**config.mk**
```make
export PLATFORM = sky130hd
export DESIGN_NAME = count_pwm
export DESIGN_NICKNAME = d
export VERILOG_FILES = /design/src/rtl/count_pwm_pkg.sv /design/src/rtl/count_pwm_wrap_detect.sv /design/src/rtl/count_pwm.sv
export SDC_FILE = /design/constraint.sdc
export NUM_CORES = 1
export LEC_CHECK = 0
export BUFFER_PORTS_ARGS = -buffer_cell sky130_fd_sc_hd__buf_2
export CORE_UTILIZATION = 50
export CTS_CLUSTER_SIZE = 8
export DETAILED_ROUTE_END_ITERATION = 6
export PLACE_DENSITY = 0.84
export SYNTH_ARGS = -nofsm -noshare
export SYNTH_HDL_FRONTEND = slang
export SYNTH_SLANG_ARGS = --single-unit
export TNS_END_PERCENT = 10
```
**constraint.sdc**
```tcl
create_clock -name clk -period 2.4 [get_ports clk]
set_input_delay 0.36 -clock clk [delete_from_list [all_inputs] [get_ports clk]]
set_output_delay 0.36 -clock clk [all_outputs]
set_load 0.1 [all_outputs]
```
**src/rtl/count_pwm_pkg.sv**
```systemverilog
// count_pwm_pkg: shared constants, pending-slot state type and duty clamp
// for the counter-driven PWM generator.
// No ports; imported by wrap_detect and count_pwm.
package count_pwm_pkg;

  localparam int CW_DEF   = 4;
  localparam int PCW_DEF  = 8;
  localparam int MAX      = (2 ** CW_DEF) - 1;
  localparam int FULL     = 2 ** CW_DEF;

  typedef enum logic {
    EMPTY   = 1'b0,
    PENDING = 1'b1
  } slot_state_t;

  // Limit a requested high-time to one full period. Works on 32-bit values
  // so callers with any counter width can use it and size-cast the result.
  function automatic int unsigned clamp_duty(input int unsigned duty,
                                             input int unsigned full);
    return (duty > full) ? full : duty;
  endfunction

endpackage

```
**src/rtl/count_pwm_wrap_detect.sv**
```systemverilog
// wrap_detect: flags the cycle where the free-running counter rolls over
// from all-ones to zero. Ports: clk, rst (async active-low), count in,
// wrap out (combinational strobe, valid in the same cycle as count).
module wrap_detect
  import count_pwm_pkg::*;
#(
  parameter int CW = CW_DEF
) (
  input  logic          clk,
  input  logic          rst,
  input  logic [CW-1:0] count,
  output logic          wrap
);

  logic [CW-1:0] prev_count;

  always_ff @(posedge clk or negedge rst) begin
    if (!rst) begin
      prev_count <= '0;
    end else begin
      prev_count <= count;
    end
  end

  // Only a true rollover counts; a jump to zero from any other value
  // (e.g. the counter being reset) is ignored. Reset value of prev_count
  // is zero, so the counter's own reset never looks like a wrap.
  assign wrap = (count == '0) && (prev_count == '1);

endmodule

```
**src/rtl/count_pwm.sv**
```systemverilog
// count_pwm: PWM generator driven by an external free-running counter;
// period = 2^CW clocks, duty updates accepted via valid/ready and applied
// only at the counter wrap. Ports: clk, rst (async active-low), count,
// duty_in/duty_valid/duty_ready, pwm_out, duty_active, period_start, period_cnt.
module count_pwm
  import count_pwm_pkg::*;
#(
  parameter int CW  = CW_DEF,
  parameter int PCW = PCW_DEF
) (
  input  logic           clk,
  input  logic           rst,
  input  logic [CW-1:0]  count,
  input  logic [CW:0]    duty_in,
  input  logic           duty_valid,
  output logic           duty_ready,
  output logic           pwm_out,
  output logic [CW:0]    duty_active,
  output logic           period_start,
  output logic [PCW-1:0] period_cnt
);

  localparam int unsigned FULL_W = 2 ** CW;

  slot_state_t state;
  slot_state_t state_nxt;
  logic [CW:0] pending_val;
  logic [CW:0] duty_eff;
  logic [CW:0] duty_clamped;
  logic        pending_load;
  logic        accept;
  logic        wrap;

  wrap_detect #(.CW(CW)) u_wrap_detect (
    .clk   (clk),
    .rst   (rst),
    .count (count),
    .wrap  (wrap)
  );

  assign duty_clamped = (CW+1)'(clamp_duty(32'(duty_in), FULL_W));

  // Ready comes straight from the state register, so it never depends on
  // duty_valid in the same cycle.
  assign duty_ready = (state == EMPTY);
  assign accept     = duty_valid && duty_ready;

  always_ff @(posedge clk or negedge rst) begin
    if (!rst) begin
      state <= EMPTY;
    end else begin
      state <= state_nxt;
    end
  end

  // Next state plus the duty that governs the output registered this cycle.
  // At a wrap a held value wins over a same-cycle offer; an offer arriving
  // exactly on the wrap while the slot is empty bypasses the slot.
  always_comb begin
    state_nxt    = state;
    pending_load = 1'b0;
    duty_eff     = duty_active;
    case (state)
      EMPTY: begin
        if (accept && !wrap) begin
          state_nxt    = PENDING;
          pending_load = 1'b1;
        end else if (accept && wrap) begin
          duty_eff = duty_clamped;
        end
      end
      PENDING: begin
        if (wrap) begin
          state_nxt = EMPTY;
          duty_eff  = pending_val;
        end
      end
      default: begin
        state_nxt = EMPTY;
      end
    endcase
  end

  always_ff @(posedge clk or negedge rst) begin
    if (!rst) begin
      pending_val  <= '0;
      duty_active  <= '0;
      pwm_out      <= 1'b0;
      period_start <= 1'b0;
      period_cnt   <= '0;
    end else begin
      if (pending_load) begin
        pending_val <= duty_clamped;
      end
      if (wrap) begin
        duty_active <= duty_eff;
        period_cnt  <= period_cnt + 1'b1;
      end
      // One extra bit on count so that duty == 2^CW is always high.
      pwm_out      <= ({1'b0, count} < duty_eff);
      period_start <= wrap;
    end
  end

endmodule

```
* Yosys cells after proc, flatten, opt, wreduce, memory -nomap -nowiden
Index checks and enable logic that the tools add are counted.
Widths: inputs -> output; s select.
** Storage, ports and cells
- Bits in registers :: 25
- Bits of input ports :: 12
- Word-level logic and storage cells :: 27
** Cells by class
- $add $sub $neg :: 1
- $lt $le $gt $ge :: 2
- Equality and inequality tests :: 1
- Muxes and demuxes :: 9
- Bitwise gates (word level) :: 1
- Reduce and logical (&&, ||, !) cells :: 6
** Operator list (number)
- $mux 5 :: 4
- $pmux 5 s2 :: 1
- $add 8x1->8 const B :: 1
- $gt 5x5->1 const B :: 1
- $lt 4x5->1 :: 1
- $eq 4x4->1 const B :: 1
- $logic_and 1x1->1 :: 4
- $logic_not 4->1 :: 1
- $mux 1 :: 3
- $pmux 1 s2 :: 1
- $logic_not 1->1 :: 1
- $not 1->1 :: 1

* Longest topological paths before layout
Gate-level depths: netlist of the first run.
- Depth after elaboration :: 7
- Mapped depth :: 10
- Depth with buffers taken out :: 9

* By module
From an unflattened synthesis of the first run, not the netlist that was laid out.
** Unflattened totals
- Cells, all modules :: 92
- Area total of the unflattened synthesis :: 1081.0 µm²
** By module, submodules not included
- count_pwm :: times used 1, cells each 85, area an instance 963.4 µm²
- wrap_detect :: times used 1, cells each 7, area an instance 117.6 µm²

* Worst setup path after synthesis of the first run
OpenSTA, ideal clock, no wires.
- Path kind :: flip-flop to flip-flop
- From :: register state
- To :: register pwm_out
- Arrival time :: 2.415 ns
- Setup slack :: -0.081 ns
- Stages on the path, launching flop included :: 9
- Buffers on the path :: 0
- Clock period less this slack :: 2.481 ns
- Path through :: dfrtp_1 > inv_1 > nor2_1 > a221oi_1 > ha_1 > a21o_1 > a21oi_1 > nor2b_1 > a221o_1
** On the way
- Cells in the longest elaborated chain, start to end :: 7
- Elaborated cells on any way between the ends :: 8
- Classes of those cells :: 1 x order compare; 3 x mux; 1 x bitwise; 3 x reduce/logical
** RTL lines
- start, declared :: RTL line count_pwm.sv:25 : slot_state_t state;
- start signal, assigned :: RTL line count_pwm.sv:52 : state <= state_nxt;
- $not 1->1 *
- via duty_ready :: RTL line count_pwm.sv:16 : output logic duty_ready,
- $logic_and 1x1->1 :: RTL line count_pwm.sv:46 : assign accept = duty_valid && duty_ready;
- $logic_and 1x1->1 :: RTL line count_pwm.sv:68 : end else if (accept && wrap) begin
- $mux 5 :: RTL line count_pwm.sv:68
- $mux 5 :: RTL line count_pwm.sv:65 : if (accept && !wrap) begin
- $pmux 5 s2 * :: RTL line count_pwm.sv:63 : case (state)
- $lt 4x5->1 * :: RTL line count_pwm.sv:100 : pwm_out <= ({1'b0, count} < duty_eff);
- end signal, assigned :: RTL line count_pwm.sv:100
- end, declared :: RTL line count_pwm.sv:17 : output logic pwm_out,
Mark *: on every way through the listed nets, which the timed path passes. The rest lies on a longest branch.
A chain may end at the register's enable or synchronous reset.

* Worst setup path in the final report of the first run
- From :: register u_wrap_detect.prev_count[3]
- To :: register pwm_out
** On the way
- Cells in the longest elaborated chain, start to end :: 7
- Elaborated cells on any way between the ends :: 10
- Classes of those cells :: 1 x order compare; 1 x eq/ne; 4 x mux; 4 x reduce/logical
** RTL lines
- start, declared :: RTL line count_pwm_wrap_detect.sv:15 : logic [CW-1:0] prev_count;
- start signal, assigned :: RTL line count_pwm_wrap_detect.sv:21 : prev_count <= count;
- $eq 4x4->1 * :: RTL line count_pwm_wrap_detect.sv:28 : assign wrap = (count == '0) && (prev_count == '1);
- $logic_and 1x1->1 * :: RTL line count_pwm_wrap_detect.sv:28
- $logic_and 1x1->1 or $logic_not 1->1 (tied branches) :: RTL line count_pwm.sv:68, count_pwm.sv:65
- $mux 5 or $logic_and 1x1->1 (tied branches) :: RTL line count_pwm.sv:68, count_pwm.sv:65
- $mux 5 :: RTL line count_pwm.sv:65
- $pmux 5 s2 * :: RTL line count_pwm.sv:63
- $lt 4x5->1 * :: RTL line count_pwm.sv:100
Mark *: on every way between the ends. The rest lies on a longest branch, timed or not.

==> flow_summary.json, run 1 <==
{
  "cts_resized": 0,
  "cts.sinks": 25,
  "worst_slew_pin_slew_ps": 528,
  "yosys.area.top_type_share_pct": 53.6,
  "worst_path_max_delay_cell": "dfrtp_1",
  "crit_required_ps": 2630,
  "numCtsBuffers": 3,
  "clock_path_buffers": 2,
  "synth_top_area_cell": "dfrtp_1",
  "synthTopCellsByCount": "dfrtp_1, nand4_1, xnor2_1",
  "portBuffers": 27,
  "synth_ff_type": "dfrtp_1",
  "grt_pass1_vias": 850,
  "r2r_slack_ps": 150,
  "synth.area.top_cells": "dfrtp_1, xnor2_1, mux2_2",
  "area_growth_syn_to_layout_pct": 18.5,
  "core_area_um2": 2210,
  "hold_slack_ps": -11.3,
  "vias": 865,
  "ant_nets": 0,
  "syn_area_um2": 1170,
  "synth-seq-cells": 25,
  "violations": "hold timing",
  "multi_input_area_um2": 522,
  "peakVddDrop_mv": 0.341,
  "io_pins": 28,
  "fp-row-count": 17,
  "path_cells": "and4_1, nand2_4, nor2_4, buf_4, a221oi_1, ha_1, a21o_1, a21oi_1, nor2b_1, a221o_1",
  "setup_violations": 0,
  "die_y_um": 50.3,
  "start_util_pct": 52.8,
  "antenna_found_initial": 0,
  "p_leak_nw": 0.670,
  "cp-end-kind": "flop",
  "viasPerCell": 5.58,
  "drc_errors": 0,
  "hold_buffers": 0,
  "grt_max_degree": 26,
  "hold_violations": 14,
  "overflow": 0,
  "path_class": "flop to flop",
  "r2r-end": "pwm_out",
  "rr_worst_depth": 10,
  "critPathArrivalTime_ps": 2480,
  "cts.reportedPaths.clkPinSlew_ps": 130,
  "dpl_worst_slack_ps": -28.1,
  "maxSlewViolCount": 0,
  "synth_most_common_cell": "dfrtp_1",
  "outcome": "complete, but fails checks",
  "drtIter0Drc": 31,
  "syn_area_per_cell_um2": 12.3,
  "cp_max_fo": 8,
  "power.density_nw_per_um2": 601,
  "max_freq_mhz": 443,
  "diodes": 0,
  "die-area_um2": 2530,
  "first_pass_iters": 4,
  "synth.distinct_cells": 28,
  "synth_edf_count": 0,
  "async_reset_ff_share_pct": 100,
  "synthCells": 95,
  "max_stage_delay_ps": 390,
  "ys_seq_area_share_pct": 53.6,
  "wl_per_cell_um": 14.3,
  "rsz0062_at_grt": "false",
  "finalWorstSetupSlack_ps": 145,
  "gp_congestion": 0.859,
  "maxSlewHeadroom_pct": 64.8,
  "nets": 144,
  "final.setup.tns_ps": 0,
  "postCtsSetupBuffers": 0,
  "dp_hpwl_um": 1640,
  "num-fill-cells": 190,
  "grt_pass1_wl_um": 3820,
  "drt-total-wl_um": 2220,
  "cts_tree": "built",
  "die_w_um": 50.3,
  "synth_nets": 111,
  "maxCapViolCount": 0,
  "htree_levels": 1,
  "post-route-period-util_pct": 94.0,
  "skew_ps": 6.45,
  "final_util_pct": 62.6,
  "dp.cells": 151,
  "startpoint_type": "flop",
  "drive_gt1_share_pct": 37.0,
  "clkLatencyLatePin_ps": 320,
  "root_buffer": "clkbuf_4",
  "rr_startpoint": "u_wrap_detect.prev_count[3]",
  "fin_crit_ps": 2250,
  "grt_usage_pct": 20.4,
  "instances_no_fill": 155,
  "hp-class": "input port to async pin",
  "regArea_um2": 626,
  "yosys_warnings": 0
}
[logic make-up after synthesis]
group	synth area share, %
muxes	4.82
adders and majority gates	4.29
AOI/OAI and AO/OA	11.5
buffers and inverters	2.36
xor gates and xnor gates	5.25
DFF	53.6
and+or+nand+nor	18.2
[layout by cell type (no fill, tap or decap), drive strengths merged]
cell and n:
o2bb2ai 1, xnor2 7, a21o 1, nor2b 6
nor2 1, nand3 2, and3 2, o22ai 1
nand2b 4, a221oi 3, clkinv 2, buf 30
or2 1, and4 1, nand2 6, a31oi 1
clkbuf 3, clkinvlp 1, nand4 8, a221o 4
and2 1, nor4 1, mux2 5, ha 4
a22oi 1, a21oi 5, dfrtp 25
[power by group]
group,internal [mW],switching (mW)
registers,0.447,0.0192
clock network,0.0625,0.124
logic,0.0461,0.133
total,0.555,0.276
[through the flow]
step                      power [mW]  area, um^2
final                          0.831        1380
after global routing           0.870        1380
after CTS                      0.839        1380
after detailed placement       0.654        1360
after global placement         0.648        1360
after floorplan                0.603        1180
[flip-flops by register name (all words and copies together) (netlist names)]
signal	cells
pwm_out	1
duty_active	5
state	1
u_wrap_detect.prev_count	4
period_start	1
pending_val	5
period_cnt	8
[final cells by class]
type / count / area share [%]
sequential: 25 / 45.2
timing repair buffer: 30 / 11.4
inverter: 2 / 1.18
clock inverter: 1 / 0.362
multi-input combinational: 66 / 37.7
clock buffer: 3 / 1.63
tap: 28 / 2.53
[worst max-delay path: cells and delay by family (launching register included)]
family | cells | cell delay, ps
simple gates | 4 | 640
fa+ha+maj | 1 | 210
compound gates | 4 | 790
buf+inv | 1 | 140
flops | 1 | 390
[routing by layer]
layer,up-vias,track usage [%],part of all wire [%]
met5,-,0,0
met4,0,8.80,1.4
met3,5,6.06,6.3
met2,33,31.1,47
met1,410,26.9,45
li1,417,-,-
[worst max-delay path by stage]
stage                                     start       to  depth (start not counted)
finish              u_wrap_detect.prev_count[3]  pwm_out                         10
global route        u_wrap_detect.prev_count[2]  pwm_out                          8
CTS                 u_wrap_detect.prev_count[3]  pwm_out                         10
detailed placement                     count[1]  pwm_out                          9
global placement                       count[1]  pwm_out                         10
floorplan                                 state  pwm_out                          8
Note: power is estimated with default switching activity, not from simulation.
==> run 2: changes to the inputs <==
- PLACE_DENSITY: 0.84 -> 0.85
- SYNTH_HIERARCHICAL: not set -> 1
==> run 2 against run 1 <==
  * The flow still finishes with violations (hold timing)
  * Critical path depth rose by 1
  * First-iteration DRC count is 42% lower
  * Global-route usage up 2.3 points
  * Sequential share of layout area grew 1.3 points
  * Non-clock buffer count up 6
  * Clock-buffer cell count up 1
==> flow_summary.json, run 2 <==
{
  "maxCapViolCount": 0,
  "path_class": "input port to flop",
  "wl_per_cell_um": 14.1,
  "die_y_um": 48.5,
  "first_pass_iters": 4,
  "yosys_warnings": 6,
  "postCtsSetupBuffers": 0,
  "synth_adder_area_share_pct": 4.63,
  "synth_most_common_cell": "dfrtp_1",
  "critPathArrivalTime_ps": 2390,
  "max_stage_delay_ps": 560,
  "fin_area_um2": 1350,
  "cp_top_family": "simple AND/OR/NAND/NOR gates",
  "synth_ff_type": "dfrtp_1",
  "synth_top_area_cell": "dfrtp_1",
  "rsz0062_at_grt": "false",
  "fp-row-count": 16,
  "pwr-share-seq_pct": 48.4,
  "p_sw_share_pct": 39.6,
  "max_freq_mhz": 459,
  "outcome": "complete, but fails checks",
  "drt-total-wl_um": 2230,
  "syn_area_um2": 1080,
  "hold_slack_ps": -0.779,
  "viasPerCell": 5.56,
  "numCtsBuffers": 3,
  "portBuffers": 27,
  "power_mw": 1.01,
  "maxSlewHeadroom_pct": 65.2,
  "clock_path_buffers": 2,
  "pwr-share-clk_pct": 17.7,
  "clkLatencyLatePin_ps": 310,
  "grt_pass1_vias": 889,
  "synth-seq-cells": 25,
  "multi_input_area_um2": 435,
  "power_frac_comb_pct": 33.9,
  "r2r_slack_ps": 420,
  "num-fill-cells": 157,
  "grt_pass1_wl_um": 4000,
  "instances_no_fill": 158,
  "synth_nets": 108,
  "power.density_nw_per_um2": 748,
  "synthXorXnorAreaFrac_pct": 5.67,
  "start_util_pct": 54.0,
  "post-route-period-util_pct": 90.7,
  "path_cells": "buf_2, or4_1, nor2_4, o22ai_1, a21oi_1, inv_1, ha_1, nand3_1, a31oi_1, o31ai_1, a21o_1",
  "overflow": 0,
  "cp_max_fo": 8,
  "ant_nets": 0,
  "dp_hpwl_um": 1730,
  "cts_tree": "built",
  "gp_congestion": 0.867,
  "die_w_um": 48.5,
  "drive_gt1_share_pct": 36.6,
  "antenna_found_initial": 0,
  "place_area_um2": 1320,
  "htree_levels": 1,
  "synthCells": 92,
  "regArea_um2": 626,
  "hold_violations": 3,
  "crit_required_ps": 2610,
  "startpoint_type": "input port",
  "maxSlewViolCount": 0,
  "synth_compound_area_share_pct": 10.5,
  "yosys.area.top_type_share_pct": 57.9,
  "p_leak_nw": 0.709,
  "synthSimpleGateAreaFrac_pct": 11.1,
  "area_growth_syn_to_layout_pct": 24.5,
  "nets": 148,
  "peakVddDrop_mv": 0.566,
  "top_regs": "period_cnt: 8 flops, duty_active: 5 flops, pending_val: 5 flops",
  "p_int_mw": 0.608,
  "dpl_worst_slack_ps": -105,
  "synth.area.top_cells": "dfrtp_1, mux2_2, ha_1",
  "vias": 879,
  "diodes": 0,
  "path_buf_inv": 2,
  "worst_slew_pin_slew_ps": 522,
  "cts_resized": 0,
  "switching_power_mw": 0.399,
  "syn_area_per_cell_um2": 11.8,
  "layout_commonest_cell": "buf_2",
  "hold_buffers": 0,
  "synthMuxAreaShare_pct": 7.64,
  "synth.distinct_cells": 24,
  "dp.cells": 154,
  "io_pins": 28,
  "synth_top_family_by_area": "simple AND/OR/NAND/NOR gates",
  "drtIter0Drc": 18,
  "grt_usage_pct": 22.7,
  "die-area_um2": 2350,
  "cts.sinks": 25,
  "grt_max_degree": 26,
  "synthTopCellsByCount": "dfrtp_1, o22ai_1, a21oi_1, inv_1, mux2_2",
  "root_buffer": "clkbuf_4",
  "violations": "hold timing",
  "skew_ps": 8.11,
  "ys_seq_area_share_pct": 57.9,
  "synth_edf_count": 0,
  "drc_errors": 0,
  "fin_crit_ps": 2180,
  "worst_path_max_delay_cell": "or4_1",
  "cp-end-kind": "flop",
  "cts.reportedPaths.clkPinSlew_ps": 120,
  "async_reset_ff_share_pct": 100,
  "largest_reg_flops": 8,
  "hp-class": "input port to async pin",
  "finalWorstSetupSlack_ps": 223,
  "core_area_um2": 2000,
  "largest-register": "period_cnt",
  "setup_violations": 0,
  "layout_common_cells": "buf_2, dfrtp_1, buf_4"
}
==> run 2: cell count changes after synthesis, moves of 2 or more <==
| cell | before | now |
|---|---|---|
| nand2b_1 | 4 | 1 |
| nor2b_1 | 6 | 3 |
| o22ai_1 | 1 | 8 |
| a221oi_1 | 3 | 0 |
| xnor2_1 | 7 | 5 |
| inv_1 | 1 | 6 |
| xor2_1 | 0 | 2 |
| nand4_1 | 8 | 3 |
| a221o_1 | 4 | 0 |
| nor2_1 | 1 | 5 |
==> run 2: worst register-to-register path: cells and delay by family (launching register included) <==
kind	cells	cell delay (ps)
compound gates	5	720
fa+ha+maj	1	270
flops	1	360
simple gates	3	440
buf+inv	1	90
==> run 2: worst paths after layout <==
kind,startpoint,to,depth (start not counted)
hold reg to reg,period_cnt[7],period_cnt[7],1
min in group clk,count[2],u_wrap_detect/prev_count[2],1
setup reg to reg,u_wrap_detect/prev_count[1],pwm_out,10
max in group asynchronous,rst,period_cnt[3],1
setup / recovery,count[1],pwm_out,11
hold / removal,rst,pending_val[0],1
==> run 2: metal layers <==
metal,up-vias,global-route usage [%],share of wire (%)
li1,403,-,-
met1,438,28.9,43
met2,32,36.4,49
met3,6,7.23,5.9
met4,0,8.33,1.7
met5,-,0,0
==> run 2: metrics by stage <==
step | TNS, ps | utilization (%) | hold WS, ps
after floorplan | 0 | - | 64.4
after global placement | -44.5 | 65.9 | 367
after detailed placement | -105 | 65.9 | 369
after CTS | 0 | 67.3 | 11.8
after global routing | 0 | 67.3 | 27.9
final | 0 | 67.3 | -0.779
==> run 2: cells by family after synthesis <==
| kind of cell | after synthesis |
|---|---|
| DFF | 25 |
| AOI/OAI and AO/OA | 19 |
| adders and majority gates | 4 |
| xor gates and xnor gates | 7 |
| buffers and inverters | 7 |
| and+or+nand+nor | 23 |
| muxes | 7 |
==> run 2: power by group through the flow <==
stage / Clock (mW) / Sequential [mW] / Combinational [mW]
6_report: 0.178 / 0.488 / 0.341
5_1_grt: 0.202 / 0.491 / 0.359
4_1_cts: 0.187 / 0.487 / 0.342
3_5_place_dp: 0 / 0.494 / 0.341
3_3_place_gp: 0 / 0.491 / 0.333
2_1_floorplan: 0 / 0.669 / 0.0817
==> run 2: cell type report <==
type,count,area share (%)
sequential,25,46.5
multi-input combinational,60,32.3
timing repair buffer,36,15.1
tap,27,2.51
inverter,6,1.67
clock buffer,4,1.95
